$ cat config.mk
export PLATFORM = sky130hd
export DESIGN_NAME = noise_trigger_sequencer
export DESIGN_NICKNAME = d
export VERILOG_FILES = /design/src/rtl/noise_ctrl_pkg.sv /design/src/rtl/noise_oneshot.sv /design/src/rtl/noise_trigger_sequencer.sv
export SDC_FILE = /design/constraint.sdc
export NUM_CORES = 1
export LEC_CHECK = 0
export BUFFER_PORTS_ARGS = -buffer_cell sky130_fd_sc_hd__buf_2
export CAP_MARGIN = 40
export CORE_MARGIN = 3
export CORE_UTILIZATION = 45
export DETAILED_ROUTE_END_ITERATION = 8
export GPL_TIMING_DRIVEN = 0
export HOLD_SLACK_MARGIN = 0.05
export SYNTH_ARGS = -nofsm -noshare
export SYNTH_HDL_FRONTEND = slang
export SYNTH_SLANG_ARGS = --single-unit
export TNS_END_PERCENT = 100
$ cat constraint.sdc
create_clock -name clk -period 2.13 [get_ports clk]
set_input_delay 0.3195 -clock clk [delete_from_list [all_inputs] [get_ports clk]]
set_output_delay 0.3195 -clock clk [all_outputs]
set_load 0.01 [all_outputs]
$ cat src/rtl/noise_ctrl_pkg.sv
// noise_ctrl_pkg
//   Shared definitions for the shell/explosion noise trigger sequencer:
//   bit positions inside the CPU sound-control latch, channel indices used
//   by the per-channel generate loop in the top, and the one-shot state type.
//   No ports (package).

package noise_ctrl_pkg;

  // Sound-control latch bit positions
  localparam int LB_EXPLO_LS   = 0;
  localparam int LB_EXPLO_TRIG = 1;
  localparam int LB_SHELL_LS   = 2;
  localparam int LB_SHELL_TRIG = 3;
  localparam int LB_SOUND_EN   = 5;

  // Channel indices into the per-channel packed vectors
  localparam int NUM_CH   = 2;
  localparam int CH_EXPLO = 0;
  localparam int CH_SHELL = 1;

  typedef enum logic [1:0] {
    OS_IDLE  = 2'd0,
    OS_HOLD  = 2'd1,
    OS_DECAY = 2'd2
  } os_state_t;

  // Latch bit that carries a channel's trigger
  function automatic int trig_bit(input int ch);
    return (ch == CH_EXPLO) ? LB_EXPLO_TRIG : LB_SHELL_TRIG;
  endfunction

  // Latch bit that carries a channel's loud/soft select
  function automatic int ls_bit(input int ch);
    return (ch == CH_EXPLO) ? LB_EXPLO_LS : LB_SHELL_LS;
  endfunction

endpackage

$ cat src/rtl/noise_oneshot.sv
// noise_oneshot
//   One noise channel: a request opens the gate for HOLD ticks, then the
//   channel stays busy for DECAY more ticks while the analog decay runs
//   downstream. A request in HOLD or DECAY retriggers (reload + recapture ls).
//   kill forces IDLE and beats a simultaneous request. All outputs registered.
// Ports
//   clk      in   system clock
//   reset_n  in   asynchronous active-low reset
//   req      in   accepted shot request (one cycle)
//   kill     in   force IDLE, gate off
//   tick     in   counter advance enable
//   ls_in    in   loud/soft value captured with req
//   en       out  noise gate
//   ls       out  captured loud/soft
//   busy     out  state != IDLE

module noise_oneshot #(
  parameter int HOLD  = 24,
  parameter int DECAY = 3072,
  parameter int CNT_W = 14
) (
  input  logic clk,
  input  logic reset_n,
  input  logic req,
  input  logic kill,
  input  logic tick,
  input  logic ls_in,
  output logic en,
  output logic ls,
  output logic busy
);
  import noise_ctrl_pkg::*;

  // Counters load N-1 and expire on the tick seen at zero: exactly N ticks.
  localparam logic [CNT_W-1:0] HOLD_LD  = CNT_W'(HOLD - 1);
  localparam logic [CNT_W-1:0] DECAY_LD = CNT_W'(DECAY - 1);
  localparam logic [CNT_W-1:0] CNT_ONE  = CNT_W'(1);

  os_state_t        state;
  logic [CNT_W-1:0] cnt;

  always_ff @(posedge clk or negedge reset_n) begin
    if (!reset_n) begin
      state <= OS_IDLE;
      cnt   <= '0;
      en    <= 1'b0;
      ls    <= 1'b0;
      busy  <= 1'b0;
    end else if (kill) begin
      // ls deliberately kept: it only changes on an accepted request
      state <= OS_IDLE;
      cnt   <= '0;
      en    <= 1'b0;
      busy  <= 1'b0;
    end else if (req) begin
      // Also covers retrigger and a tick landing on the same cycle
      state <= OS_HOLD;
      cnt   <= HOLD_LD;
      en    <= 1'b1;
      ls    <= ls_in;
      busy  <= 1'b1;
    end else if (tick) begin
      unique case (state)
        OS_HOLD: begin
          if (cnt == '0) begin
            state <= OS_DECAY;
            cnt   <= DECAY_LD;
            en    <= 1'b0;
          end else begin
            cnt <= cnt - CNT_ONE;
          end
        end
        OS_DECAY: begin
          if (cnt == '0) begin
            state <= OS_IDLE;
            busy  <= 1'b0;
          end else begin
            cnt <= cnt - CNT_ONE;
          end
        end
        default: ;
      endcase
    end
  end

endmodule

$ cat src/rtl/noise_trigger_sequencer.sv
// noise_trigger_sequencer
//   Sits behind the CPU sound-control latch. Detects 0->1 edges on the
//   shell/explosion trigger bits, arbitrates the two channels (explosion
//   wins when EXCLUSIVE), and runs one noise_oneshot per channel.
// Ports
//   clk           in   system clock
//   reset_n       in   asynchronous active-low reset
//   clk_12KHz_en  in   one-cycle tick that times all counters
//   cpu_wr        in   write strobe to the sound-control latch
//   cpu_data[7:0] in   [0]explo_ls [1]explo_trig [2]shell_ls [3]shell_trig [5]sound_en
//   sound_enable  out  latch bit 5
//   shell_en/ls   out  shell gate / captured loud-soft
//   explo_en/ls   out  explosion gate / captured loud-soft
//   shell_busy    out  shell channel in HOLD or DECAY
//   explo_busy    out  explosion channel in HOLD or DECAY

module noise_trigger_sequencer #(
  parameter int SHELL_HOLD  = 24,
  parameter int SHELL_DECAY = 3072,
  parameter int EXPLO_HOLD  = 48,
  parameter int EXPLO_DECAY = 6144,
  parameter bit EXCLUSIVE   = 1'b1,
  parameter int CNT_W       = 14
) (
  input  logic       clk,
  input  logic       reset_n,
  input  logic       clk_12KHz_en,
  input  logic       cpu_wr,
  input  logic [7:0] cpu_data,
  output logic       sound_enable,
  output logic       shell_en,
  output logic       shell_ls,
  output logic       explo_en,
  output logic       explo_ls,
  output logic       shell_busy,
  output logic       explo_busy
);
  import noise_ctrl_pkg::*;

  localparam logic EXCL = EXCLUSIVE;

  logic [7:0]        latch;
  logic [NUM_CH-1:0] trig_new, trig_old, rise_q, ls_src;
  logic [NUM_CH-1:0] acc, kill, en, ls, busy;
  logic              explo_acc, shell_acc;

  // Stored but never interpreted
  logic unused_bits;
  assign unused_bits = ^{latch[7:6], latch[4]};

  always_ff @(posedge clk or negedge reset_n) begin
    if (!reset_n) latch <= '0;
    else if (cpu_wr) latch <= cpu_data;
  end

  assign sound_enable = latch[LB_SOUND_EN];

  // Edge is judged against the latch contents being overwritten, so a
  // rewrite of 1 over 1 is not a request. The request is registered and
  // reaches the one-shots one cycle after the write, alongside the new
  // latch value that supplies ls and sound_en.
  always_ff @(posedge clk or negedge reset_n) begin
    if (!reset_n) rise_q <= '0;
    else          rise_q <= {NUM_CH{cpu_wr}} & trig_new & ~trig_old;
  end

  // Arbitration: sound off kills both and drops requests. In exclusive
  // mode explosion preempts shell, and a shell request is dropped while
  // explosion is busy or being accepted in the same cycle.
  assign explo_acc = rise_q[CH_EXPLO] & sound_enable;
  assign shell_acc = rise_q[CH_SHELL] & sound_enable
                   & ~(EXCL & (explo_acc | busy[CH_EXPLO]));

  assign acc[CH_EXPLO]  = explo_acc;
  assign acc[CH_SHELL]  = shell_acc;
  assign kill[CH_EXPLO] = ~sound_enable;
  assign kill[CH_SHELL] = ~sound_enable | (EXCL & explo_acc);

  for (genvar g = 0; g < NUM_CH; g++) begin : g_ch
    localparam int TB    = trig_bit(g);
    localparam int LB    = ls_bit(g);
    localparam int HOLD  = (g == CH_EXPLO) ? EXPLO_HOLD  : SHELL_HOLD;
    localparam int DECAY = (g == CH_EXPLO) ? EXPLO_DECAY : SHELL_DECAY;

    assign trig_new[g] = cpu_data[TB];
    assign trig_old[g] = latch[TB];
    assign ls_src[g]   = latch[LB];

    noise_oneshot #(
      .HOLD  (HOLD),
      .DECAY (DECAY),
      .CNT_W (CNT_W)
    ) u_os (
      .clk     (clk),
      .reset_n (reset_n),
      .req     (acc[g]),
      .kill    (kill[g]),
      .tick    (clk_12KHz_en),
      .ls_in   (ls_src[g]),
      .en      (en[g]),
      .ls      (ls[g]),
      .busy    (busy[g])
    );
  end

  assign shell_en   = en[CH_SHELL];
  assign shell_ls   = ls[CH_SHELL];
  assign shell_busy = busy[CH_SHELL];
  assign explo_en   = en[CH_EXPLO];
  assign explo_ls   = ls[CH_EXPLO];
  assign explo_busy = busy[CH_EXPLO];

endmodule

Yosys cells after proc, flatten, opt, wreduce, memory -nomap -nowiden
Index checks and enable logic that the tools add are counted.
{"block": "totals", "register_bits": 46, "inputBits": 12, "output_inout_bits": 7}
{"block": "classes", "mux": 42, "add_sub_neg": 2, "n_reduce_logical": 17, "n_eq_ne": 15, "bitwise": 11}
{"op": "$mux 14", "count": 10}
{"op": "$pmux 14 s2", "count": 2}
{"op": "$logic_not 14->1", "count": 2}
{"op": "$sub 14x1->14 const B", "count": 2}
{"op": "$mux 2", "count": 10}
{"op": "$mux 1", "count": 18}
{"op": "$reduce_and 3->1", "count": 6}
{"op": "$ne 4x1->1 const B", "count": 3}
{"op": "$reduce_bool 3->1", "count": 4}
{"op": "$ne 3x1->1 const B", "count": 3}
{"op": "$ne 4x3->1 const B", "count": 2}
{"op": "$pmux 2 s2", "count": 2}
{"op": "$reduce_and 4->1", "count": 2}
{"op": "$and 2x2->2", "count": 2}
{"op": "$eq 2x1->1 const B", "count": 2}
{"op": "$eq 2x2->1 const B", "count": 2}
{"op": "$ne 4x2->1 const B", "count": 1}
{"op": "$ne 4x4->1 const B", "count": 1}
{"op": "$reduce_and 2->1", "count": 2}
{"op": "$reduce_bool 4->1", "count": 1}
{"op": "$and 1x1->1", "count": 3}
{"op": "$ne 3x2->1 const B", "count": 1}
{"op": "$not 1->1", "count": 3}
{"op": "$not 2->2", "count": 1}
{"op": "$or 1x1->1", "count": 2}

Longest topological paths before layout
Gate-level depths: netlist of the first run.
{"block": "logic_depth", "depth_word": 6, "ltp_mapped": 8, "mapped_depth_nobuf": 7}

Modules after synthesis
A second synthesis of the first run with hierarchy kept.
{"block": "unflattened", "cells_unflattened": 269, "area_unflattened_um2": 2650.0}
{"mod": "noise_oneshot at g_ch[0].u_os", "cells_each": 129, "instances": 1, "area_per_inst_um2": 1178.6}
{"mod": "noise_oneshot at g_ch[1].u_os", "cells_each": 121, "instances": 1, "area_per_inst_um2": 1163.6}
{"mod": "noise_trigger_sequencer", "cells_each": 19, "instances": 1, "area_per_inst_um2": 307.8}

Worst setup path after synthesis of the first run
Ideal clock, no wire load.
{"block": "synth_path", "kind": "register -> register", "from": "register g_ch[1].u_os.cnt[0]", "to": "register g_ch[1].u_os.state[1]", "path_stages_with_launch": 8, "slack_ns": -0.172, "required_time_ns": 2.051, "path_buffers": 1, "setup_time_ns": 0.079, "arrival_time_ns": 2.223, "cell_sequence": "dfrtp_1 inv_1 ha_1 or4b_4 or4_4 buf_6 a211o_1 a21oi_1"}
{"block": "synth_between", "elab_chain_len": 3, "word_cells_on_any_way": 4}
{"element": "start: declaration", "line_no": "noise_oneshot.sv:40", "rtl": "logic [CNT_W-1:0] cnt;"}
{"element": "start signal: assignment", "line_no": "noise_oneshot.sv:70", "rtl": "cnt <= cnt - CNT_ONE;"}
{"element": "start signal: assignment", "line_no": "noise_oneshot.sv:78", "rtl": "cnt <= cnt - CNT_ONE;"}
{"element": "$logic_not 14->1 (*)", "line_no": "noise_oneshot.sv:65, noise_oneshot.sv:74"}
{"element": "$ne 4x1->1 (no line)"}
{"element": "$reduce_and 4->1 (no line) (*)"}
{"element": "end signal: assignment", "line_no": "noise_oneshot.sv:57", "rtl": "state <= OS_HOLD;"}
{"element": "end signal: assignment", "line_no": "noise_oneshot.sv:66", "rtl": "state <= OS_DECAY;"}
{"element": "end signal: assignment", "line_no": "noise_oneshot.sv:75", "rtl": "state <= OS_IDLE;"}
{"element": "end: declaration", "line_no": "noise_oneshot.sv:39", "rtl": "os_state_t state;"}
Every way passes the cells marked *; elsewhere a longest branch is shown, timed or not.
A chain may end at the register's enable or synchronous reset.

Final worst setup path of the first run
{"block": "layout_path", "from": "register g_ch[1].u_os.cnt[11]", "to": "register g_ch[1].u_os.cnt[13]"}
{"block": "layout_between", "elab_chain_len": 6, "word_cells_on_any_way": 10}
{"element": "$sub 14x1->14 or $logic_not 14->1 (tied branches)"}
{"element": "$mux 14, on equally long branches", "line_no": "noise_oneshot.sv:74, noise_oneshot.sv:65"}
{"element": "$pmux 14 s2", "line_no": "noise_oneshot.sv:63", "rtl": "unique case (state)"}
{"element": "$mux 14", "line_no": "noise_oneshot.sv:62", "rtl": "end else if (tick) begin"}
{"element": "$mux 14", "line_no": "noise_oneshot.sv:55", "rtl": "end else if (req) begin"}
{"element": "$mux 14", "line_no": "noise_oneshot.sv:49", "rtl": "end else if (kill) begin"}
Parallel ways exist; a longest one is shown, timed or not. The select of a mux whose other input is x is not followed.

==> qor.csv, run 1 <==
stage,metric,value,unit
synthesis,syn_inst,270,
setup_path,cp-start-kind,flip-flop,
global_route,grt_max_degree,25,
timing,finClkSkew,0.0113,ns
drt,viasPerCell,5.72,
die,die_h,80.4,um
setup_path,crit_type,flip-flop to flip-flop,
pwr,total_power,2.79,mW
placement,placement.io_buffers,14,
synthesis,synth_area_leaders,"dfrtp_1 (45%), nand2_1 (4.2%), nor2_1 (3.9%), a21oi_1 (3.6%), o21ai_0 (3.2%)",
timing,finalHoldViolations,0,
synthesis,ys_ff_latch,45,
synthesis,ys_warn_count,0,
timing,period_minus_slack,2.23,ns
global_route,grt_pass1_vias,2075,
setup_path,worst_r2r_path_depth,5,
finish,num_antenna_cells,0,
timing,fmax,448,MHz
finish,final_area,0.00310,sq mm
drt,ant_nets,0,
cts,cts_tree,yes,
cts,numClockSinks,45,
setup_path,crit_required,2.31,ns
cts,htreeDepth,2,
hold_path,hold_class,input pin to flip-flop,
placement,dpl-instance-area,0.00268,sq mm
placement,dp_slack,-0.431,ns
synthesis,syn_area,0.00249,sq mm
global_route,antenna_found_initial,0,
cts,clockBufferDepth,2,
global_route,grt_remaining_overflow,0,
cts,cts_made_buffers,5,
setup_path,r2r-end,g_ch[1].u_os.cnt[13]$_DFFE_PN0P_,
cts,clk_latency,0.30,ns
synthesis,synth-edff-count,0,
synthesis,synthDistinctLibCells,46,
finish,final_cells,377,
timing,fin_ws,-0.103,ns
die,ioPinCount,19,
synthesis,async_flop_share,100,%
drt,wire_per_inst,16.4,um
outcome,status,"finished, violations left",
timing,setup_viol,8,
synthesis,syn_nets,288,
die,num_rows,26,
pwr,peakVddDrop,0.361,mV
placement,dp_cells,355,
global_route,grt_pass1_wl,10600,um
setup_path,arrival,2.42,ns
timing,rsz0062_at_grt,true,
synthesis,synth.most_common_cell,dfrtp_1,
setup_path,r2r_setup_slack,-0.10,ns
setup_path,cp-endpoint,g_ch[1].u_os.cnt[13]$_DFFE_PN0P_,
die,core_area,0.00524,sq mm
synthesis,synth_area_leader_cell,dfrtp_1,
cts,root_buffer,clkbuf_8,
die,start_util,47.5,%
drt,drcViolationCount,0,
die,die_w,80.4,um
placement,gp_congestion,0.805,
drt,vias,2156,
timing,drv_slew,0,
pwr,switching_power,0.984,mW
pwr,power_frac_comb,39.9,%
outcome,failed_checks,negative setup slack,
timing,fin_crit_sh,105,%
drt,drt-pass1-iter-count,4,
finish,fin_nets,324,
finish,area_growth,24.6,%
flow_run,cap_violations,0,
pwr,power_frac_seq,36.1,%
cts,clk_pin_slew_worst_paths,0.10,ns
drt,drt-initial-drc-count,138,
timing,holdWs,0.237,ns
pwr,swShare,35.3,%
synthesis,yosysSeqAreaShare,45.2,%
synthesis,syn-mean-instance-area,9.22,sq um
timing,slew_headroom,64.5,%
die,dieArea,0.00646,sq mm
timing,tightest_slew,0.533,ns
synthesis,synth_top_area_share,45.2,%
setup_path,worstSetupStartpoint,g_ch[1].u_os.cnt[11]$_DFFE_PN0P_,
hold_path,worstHoldStart,cpu_data[1],
setup_path,reg2reg_from,g_ch[1].u_os.cnt[11]$_DFFE_PN0P_,
setup_path,cp-end-kind,flip-flop,
placement,dp_hpwl,4000,um
global_route,grt_use_total,21.1,%
pwr,power.density,898,mW/mm^2
pwr,internal_power,1.80,mW
drt,wl,6180,um
synthesis,synthFlopType,dfrtp_1,
setup_path,worstPathMaxFanout,4,
finish,drive_above_1_share,27.7,%
pwr,pwr-share-clk,24.0,%
synthesis,ys_top_cells_by_count,"dfrtp_1 (45), nand2_1 (28), nor2_1 (26)",
pwr,p_leak,1.32,nW
layout by cell type, fill, tap and decap left out, types with 6 or more instances in the layout:
master / count
o21ai_0: 13
buf_4: 13
a21oi_1: 15
buf_2: 14
nor2b_1: 6
nor3_1: 7
nor2_1: 26
clkbuf_1: 7
dfrtp_1: 43
nand3_1: 14
inv_1: 10
nand2_1: 26
repair_timing:
item	4_1_cts	5_1_grt
setup endpoints to repair	30	29
pin swaps	4	11
setup buffers	9	4
cloned	1	0
hold buffers	1	0
resized for setup	20	25
endpoints found under the hold margin	21	0
kinds of logic (layout without fill, tap and decap cells):
kind of cell / Yosys count / after routing / share of synthesized area, %
AOI/OAI and AO/OA: 67 / 67 / 18.5
xor gates and xnor gates: 7 / 7 / 2.46
adders and majority gates: 6 / 6 / 3.02
buffers and inverters: 23 / 60 / 4.07
DFF: 45 / 45 / 45.2
muxes: 8 / 8 / 3.42
and+or+nand+nor: 114 / 114 / 23.3
registers in the layout, summed over array words and instances (netlist names):
register         flops
g_ch.u_os.cnt       28
g_ch.u_os.state      4
latch                5
g_ch.u_os.ls         2
rise_q               2
g_ch.u_os.busy       2
g_ch.u_os.en         2
worst max-delay path, cell delays in order (launching register included):
cell	delay, ns
dfrtp_1	0.42
or4_4	0.58
or4_4	0.62
nand2_2	0.13
nor3_1	0.06
a311o_1	0.31
stage by stage:
step / util [%] / TNS (ns)
floorplan: - / -0.0517
global placement: 50.7 / -4.66
CTS: 56.7 / -0.265
finish: 59.2 / -0.512
global route: 59.2 / -1.38
detailed placement: 51.1 / -5.40
worst min path at each step:
stage / cells past startpoint / end
floorplan: 0 / g_ch[0].u_os.busy$_DFFE_PN0P_
global placement: 1 / rise_q[0]$_DFF_PN0_
detailed placement: 1 / g_ch[0].u_os.cnt[12]$_DFFE_PN0P_
CTS: 3 / latch[1]$_DFFE_PN0P_
global route: 2 / latch[5]$_DFFE_PN0P_
finish: 3 / latch[1]$_DFFE_PN0P_
power by group through the flow:
stage	logic [mW]	clock network, mW	registers (mW)
after floorplan	0.600	0	1.01
after global placement	0.790	0	1.01
after detailed placement	0.798	0	1.02
after CTS	0.980	0.674	0.999
after global routing	1.22	0.721	1.02
final	1.11	0.667	1.01
metal layers:
| metal | vias to the layer above | track usage [%] | routed length, um |
|---|---|---|---|
| li1 | 1055 | - | - |
| met2 | 45 | 30.5 | 2660 |
| met5 | - | 0 | 0 |
| met3 | 7 | 3.03 | 195 |
| met4 | 0 | 6.08 | 75 |
| met1 | 1049 | 32.6 | 3250 |
layout make-up:
class	instances	area, sq um
Buffer	10	57.6
Clock buffer	5	68.8
Clock inverter	3	46.3
Fill cell	464	2140
Inverter	12	45.0
Multi-Input combinational cell	202	1440
Sequential cell	45	1130
Tap cell	70	87.6
Timing Repair Buffer	30	225
Power figures use the tool's default switching activity.
==> inputs of run 2 (changes only) <==
- clock period: 2.13 -> 2.6 ns (I/O delays scaled with it)
==> run 2 against run 1 <==
Net effect: the flow now finishes without violations; sequential share of layout area is 3.9 points higher; cell count is 3.4% lower; clock-buffer cell count rose by 2; clock skew is 0.0046 ns lower; sequential power down 19%; non-clock buffer count is 13 lower; global-route usage shrank 1.6 points; critical path depth rose by 2; via count decreased by 4.3%; flip-flop and latch count is the same; critical endpoint is now g_ch[1].u_os.state[1]$_DFFE_PN0P_; highest routed layer unchanged.
==> qor.csv, run 2 (synthesis results as in run 1) <==
stage,metric,value,unit
outcome,status,completed,
setup_path,crit_type,flip-flop to flip-flop,
drt,wl,5610,um
timing,finClkSkew,0.00665,ns
timing,rsz0062_at_grt,false,
die,start_util,47.5,%
timing,slew_headroom,57.0,%
setup_path,worstPathMaxFanout,10,
finish,regMostFlops,g_ch.u_os.cnt,
setup_path,reg2reg_from,g_ch[1].u_os.cnt[1]$_DFFE_PN0P_,
placement,placement.io_buffers,14,
die,ioPinCount,19,
global_route,antenna_found_initial,0,
die,core_area,0.00524,sq mm
finish,fin_nets,311,
global_route,grt_use_total,19.5,%
timing,drv_slew,0,
finish,largest_register_ffs,28,
cts,cts_tree,yes,
drt,drt-pass1-iter-count,4,
global_route,grt_remaining_overflow,0,
flow_run,cap_violations,0,
pwr,p_leak,1.20,nW
setup_path,r2r_setup_slack,0.11,ns
setup_path,crit_required,2.82,ns
finish,num_antenna_cells,0,
timing,fin_crit_sh,95.6,%
global_route,grt_pass1_vias,1974,
cts,root_buffer,clkbuf_8,
setup_path,arrival,2.71,ns
drt,ant_nets,0,
pwr,power.density,701,mW/mm^2
timing,setup_viol,0,
cts,htreeDepth,2,
pwr,peakVddDrop,0.431,mV
cts,numClockSinks,45,
finish,top_regs,"g_ch.u_os.cnt x28, latch x5, g_ch.u_os.state x4",
cts,post_cts_buffers,0,
setup_path,cp-start-kind,flip-flop,
timing,period_minus_slack,2.49,ns
timing,finalHoldViolations,0,
hold_path,hold_path_end,latch[2]$_DFFE_PN0P_,
timing,fmax,402,MHz
die,num_rows,26,
drt,vias,2063,
hold_path,hold_class,input pin to flip-flop,
die,die_h,80.4,um
timing,holdWs,0.314,ns
cts,clockBufferDepth,2,
hold_path,worstHoldStart,cpu_data[2],
placement,gp_congestion,0.832,
timing,tightest_slew,0.639,ns
cts,clk_latency,0.30,ns
die,die_w,80.4,um
setup_path,worst_r2r_path_depth,7,
cts,clk_pin_slew_worst_paths,0.08,ns
global_route,grt_max_degree,29,
drt,drcViolationCount,0,
timing,tns,0,ns
die,dieArea,0.00646,sq mm
finish,area_growth,12.3,%
drt,viasPerCell,5.67,
drt,wire_per_inst,15.4,um
drt,drt-initial-drc-count,101,
pwr,total_power,1.96,mW
setup_path,r2r-end,g_ch[1].u_os.state[1]$_DFFE_PN0P_,
global_route,grt_pass1_wl,9740,um
cts,cts_made_buffers,5,
finish,final_cell_mix,"dfrtp_1 (44), nand2_1 (28), nor2_1 (26)",
placement,dp_hpwl,4020,um
setup_path,cp-end-kind,flip-flop,
finish,drive_above_1_share,14.3,%
finish,layout_commonest_cell,dfrtp_1,
hold_path,hold_depth,2,
## run 2: cell count changes in the layout (fill, tap and decap cells not counted), moves of 3 or more
cell     before  now
nor3_1        7   11
buf_4        13    0
a21oi_1      15   18
o21ai_0      13   16
## run 2: per-layer routing
layer	vias to the layer above	wire (um)	part of all wire, %	GRT usage, %
met5	-	0	0	0
li1	1029	-	-	-
met1	979	2870	51	28.3
met2	49	2350	42	29.1
met3	6	324	5.8	4.48
met4	0	75	1.3	5.57
## run 2: worst max path at each step
stage | from | to | slack, ns | depth (start not counted)
floorplan | g_ch[1].u_os.cnt[0]$_DFFE_PN0P_ | g_ch[1].u_os.state[1]$_DFFE_PN0P_ | 0.30 | 7
global placement | g_ch[0].u_os.cnt[0]$_DFFE_PN0P_ | g_ch[0].u_os.cnt[0]$_DFFE_PN0P_ | 0.05 | 7
detailed placement | g_ch[0].u_os.cnt[0]$_DFFE_PN0P_ | g_ch[0].u_os.cnt[0]$_DFFE_PN0P_ | 0.06 | 7
CTS | g_ch[0].u_os.cnt[0]$_DFFE_PN0P_ | g_ch[0].u_os.cnt[0]$_DFFE_PN0P_ | 0.05 | 7
global route | g_ch[1].u_os.cnt[1]$_DFFE_PN0P_ | g_ch[1].u_os.cnt[13]$_DFFE_PN0P_ | 0.006 | 7
finish | g_ch[1].u_os.cnt[1]$_DFFE_PN0P_ | g_ch[1].u_os.state[1]$_DFFE_PN0P_ | 0.11 | 7
## run 2: critical path: stages (launching register included)
cell and delay, ns:
dfrtp_1 0.44, inv_1 0.09, ha_2 0.21, or4b_4 0.51, or4_4 0.58, buf_6 0.17
a211o_1 0.29, a21oi_1 0.12
## run 2: power by group
part,leakage (nW),switching [mW],total (mW),internal [mW]
Combinational,0.548,0.391,0.663,0.272
Sequential,0.603,0.0605,0.822,0.762
Clock,0.0542,0.233,0.473,0.240
## run 2: metrics by stage
step / cell area [sq um] / utilization, % / std cells / setup slack [ns]
final: 2790 / 53.3 / 364 / 0.114
after global routing: 2790 / 53.3 / 364 / 0.00580
after CTS: 2780 / 53.0 / 364 / 0.0489
after detailed placement: 2670 / 50.9 / 355 / 0.0571
after global placement: 2650 / 50.5 / 354 / 0.0547
after floorplan: 2490 / - / 270 / 0.298
## run 2: final cells by class
cell class,instances,area (sq um)
fill,517,2440
multi-input combinational,202,1280
sequential,45,1130
timing repair buffer,16,100
clock buffer,7,96.3
tap,70,87.6
buffer,11,56.3
inverter,12,45.0
clock inverter,1,5.00
## run 2: timing repair
item,in CTS,in global routing
hold buffers,1,0
endpoints found under the setup margin,0,10
resized for setup,0,4
endpoints found under the hold margin,17,0
==> inputs of run 3 (changes only) <==
- CORE_ASPECT_RATIO: not set -> 1.75
- CTS_CLUSTER_DIAMETER: not set -> 30
==> run 3 against run 2 <==
Net effect: sequential power is essentially flat; clock skew up 0.0065 ns; die area rose by 0.54%; via count increased by 1.6%; non-clock buffer count is 1 lower; clock-buffer cell count unchanged; global-route usage decreased by 0.74 points; worst setup slack lost 0.013 ns; wire length rose by 6.3%; power fell by 1.9%; cell count grew 0.82%; critical path depth increased by 1; critical path type unchanged.
==> qor.csv, run 3 (synthesis results as in run 1) <==
stage,metric,value,unit
cts,clk_latency,0.30,ns
die,die_h,104,um
finish,final_area,0.00278,sq mm
timing,fin_ws,0.101,ns
cts,post_cts_buffers,0,
cts,numClockSinks,45,
finish,area_growth,11.7,%
finish,drive_above_1_share,13.3,%
drt,drt-pass1-iter-count,4,
cts,cts_made_buffers,5,
setup_path,slowest_delay,0.58,ns
placement,gp_congestion,0.797,
timing,period_minus_slack,2.50,ns
timing,slew_headroom,56.2,%
drt,drcViolationCount,0,
die,num_rows,35,
setup_path,crit_required,2.80,ns
global_route,grt_remaining_overflow,0,
die,start_util,47.0,%
setup_path,cp-start-kind,flip-flop,
finish,largest_register_ffs,28,
finish,fin_nets,310,
die,die_w,62.2,um
setup_path,worstPathMaxFanout,10,
setup_path,cp-end-kind,flip-flop,
placement,dp_slack,-0.0229,ns
cts,root_buffer,clkbuf_8,
finish,layout_commonest_cell,dfrtp_1,
setup_path,crit_type,flip-flop to flip-flop,
pwr,p_leak,1.19,nW
finish,multi_input_area,0.00128,sq mm
setup_path,arrival,2.70,ns
drt,viasPerCell,5.71,
timing,setup_viol,0,
drt,drt-initial-drc-count,64,
global_route,grt_max_degree,32,
setup_path,path_cells,inv_1 > ha_1 > or4b_4 > or4_4 > buf_6 > o31ai_4 > a21oi_2 > a311oi_1,
outcome,status,completed,
drt,vias,2096,
timing,tightest_slew,0.647,ns
global_route,grt_pass1_vias,2088,
drt,wire_per_inst,16.3,um
timing,fmax,400,MHz
cts,clk_pin_slew_worst_paths,0.09,ns
die,ioPinCount,19,
timing,fin_crit_sh,96.1,%
drt,wl,5960,um
finish,regMostFlops,g_ch.u_os.cnt,
flow_run,cap_violations,0,
placement,dpl-instance-area,0.00267,sq mm
finish,regArea,0.00113,sq mm
die,core_area,0.00530,sq mm
drt,ant_nets,0,
global_route,grt_pass1_wl,9840,um
timing,drv_slew,0,
finish,final_cell_mix,"dfrtp_1 (45), nand2_1 (28), nor2_1 (26)",
pwr,power.density,691,mW/mm^2
finish,top_regs,"g_ch.u_os.cnt x28, latch x5, g_ch.u_os.state x4",
global_route,grt_use_total,18.8,%
timing,rsz0062_at_grt,false,
setup_path,crit_slowest_cell,or4_4,
timing,finClkSkew,0.0131,ns
cts,clockBufferDepth,2,
placement,dp_hpwl,4500,um
timing,finalHoldViolations,0,
finish,fillers,515,
cts,htreeDepth,2,
cts,cts_tree,yes,
placement,placement.io_buffers,14,
hold_path,hold_class,input pin to flip-flop,
finish,num_antenna_cells,0,
pwr,peakVddDrop,0.462,mV
die,dieArea,0.00649,sq mm
global_route,antenna_found_initial,0,
-- run 3: power breakdown --
part	switching, mW	internal (mW)	total [mW]
combinational	0.403	0.269	0.673
sequential	0.0602	0.761	0.821
clock	0.236	0.191	0.427
total	0.700	1.22	1.92
-- run 3: worst max-delay path, delay by kind of cell (launching register included) --
| family | cells | cell delay [ns] |
|---|---|---|
| buffers and inverters | 2 | 0.24 |
| DFF | 1 | 0.43 |
| and+or+nand+nor | 2 | 1.11 |
| adders and majority gates | 1 | 0.23 |
| AOI/OAI and AO/OA | 3 | 0.39 |
-- run 3: area by class of cell --
cell class	count	area share (%)
sequential	45	40.5
inverter	12	1.62
clock buffer	7	2.75
buffer	10	1.89
timing repair buffer	16	3.60
tap	74	3.33
multi-input combinational	202	46.0
clock inverter	1	0.270
-- run 3: path summary, 6_finish.rpt --
| path | startpoint | endpoint | slack [ns] | depth (start not counted) |
|---|---|---|---|---|
| worst min-delay path | cpu_data[2] | latch[2]$_DFFE_PN0P_ | 0.32 | 2 |
| min in group asynchronous | reset_n | g_ch[1].u_os.cnt[10]$_DFFE_PN0P_ | 0.54 | 2 |
| worst max register to register | g_ch[1].u_os.cnt[1]$_DFFE_PN0P_ | g_ch[1].u_os.cnt[11]$_DFFE_PN0P_ | 0.10 | 8 |
| worst max-delay path | g_ch[1].u_os.cnt[1]$_DFFE_PN0P_ | g_ch[1].u_os.cnt[11]$_DFFE_PN0P_ | 0.10 | 8 |
| worst min register to register | latch[1]$_DFFE_PN0P_ | rise_q[0]$_DFF_PN0_ | 0.43 | 1 |
| max in group asynchronous | reset_n | g_ch[0].u_os.state[0]$_DFFE_PN0P_ | 1.55 | 3 |
-- run 3: per-layer routing --
metal	track usage [%]	routed length [um]	up-vias
li1	-	-	1029
met1	19.5	2300	1023
met2	37.5	3430	35
met3	2.38	124	9
met4	6.49	114	0
met5	0	0	-
-- run 3: stage by stage --
| step | instances | TNS [ns] | hold WS (ns) | power, mW | util, % |
|---|---|---|---|---|---|
| 2_1_floorplan | 270 | 0 | 0.0944 | 1.31 | - |
| 3_3_place_gp | 358 | -0.0103 | 0.415 | 1.49 | 50.0 |
| 3_5_place_dp | 359 | -0.0483 | 0.337 | 1.50 | 50.4 |
| 4_1_cts | 368 | 0 | 0.315 | 1.93 | 52.3 |
| 5_1_grt | 367 | 0 | 0.314 | 2.05 | 52.5 |
| 6_report | 367 | 0 | 0.318 | 1.92 | 52.5 |
-- run 3: what timing repair did --
action,4_1_cts,5_1_grt
endpoints found under the setup margin,4,8
gates resized for setup,1,2
hold endpoints to repair,14,0
hold buffers,1,0
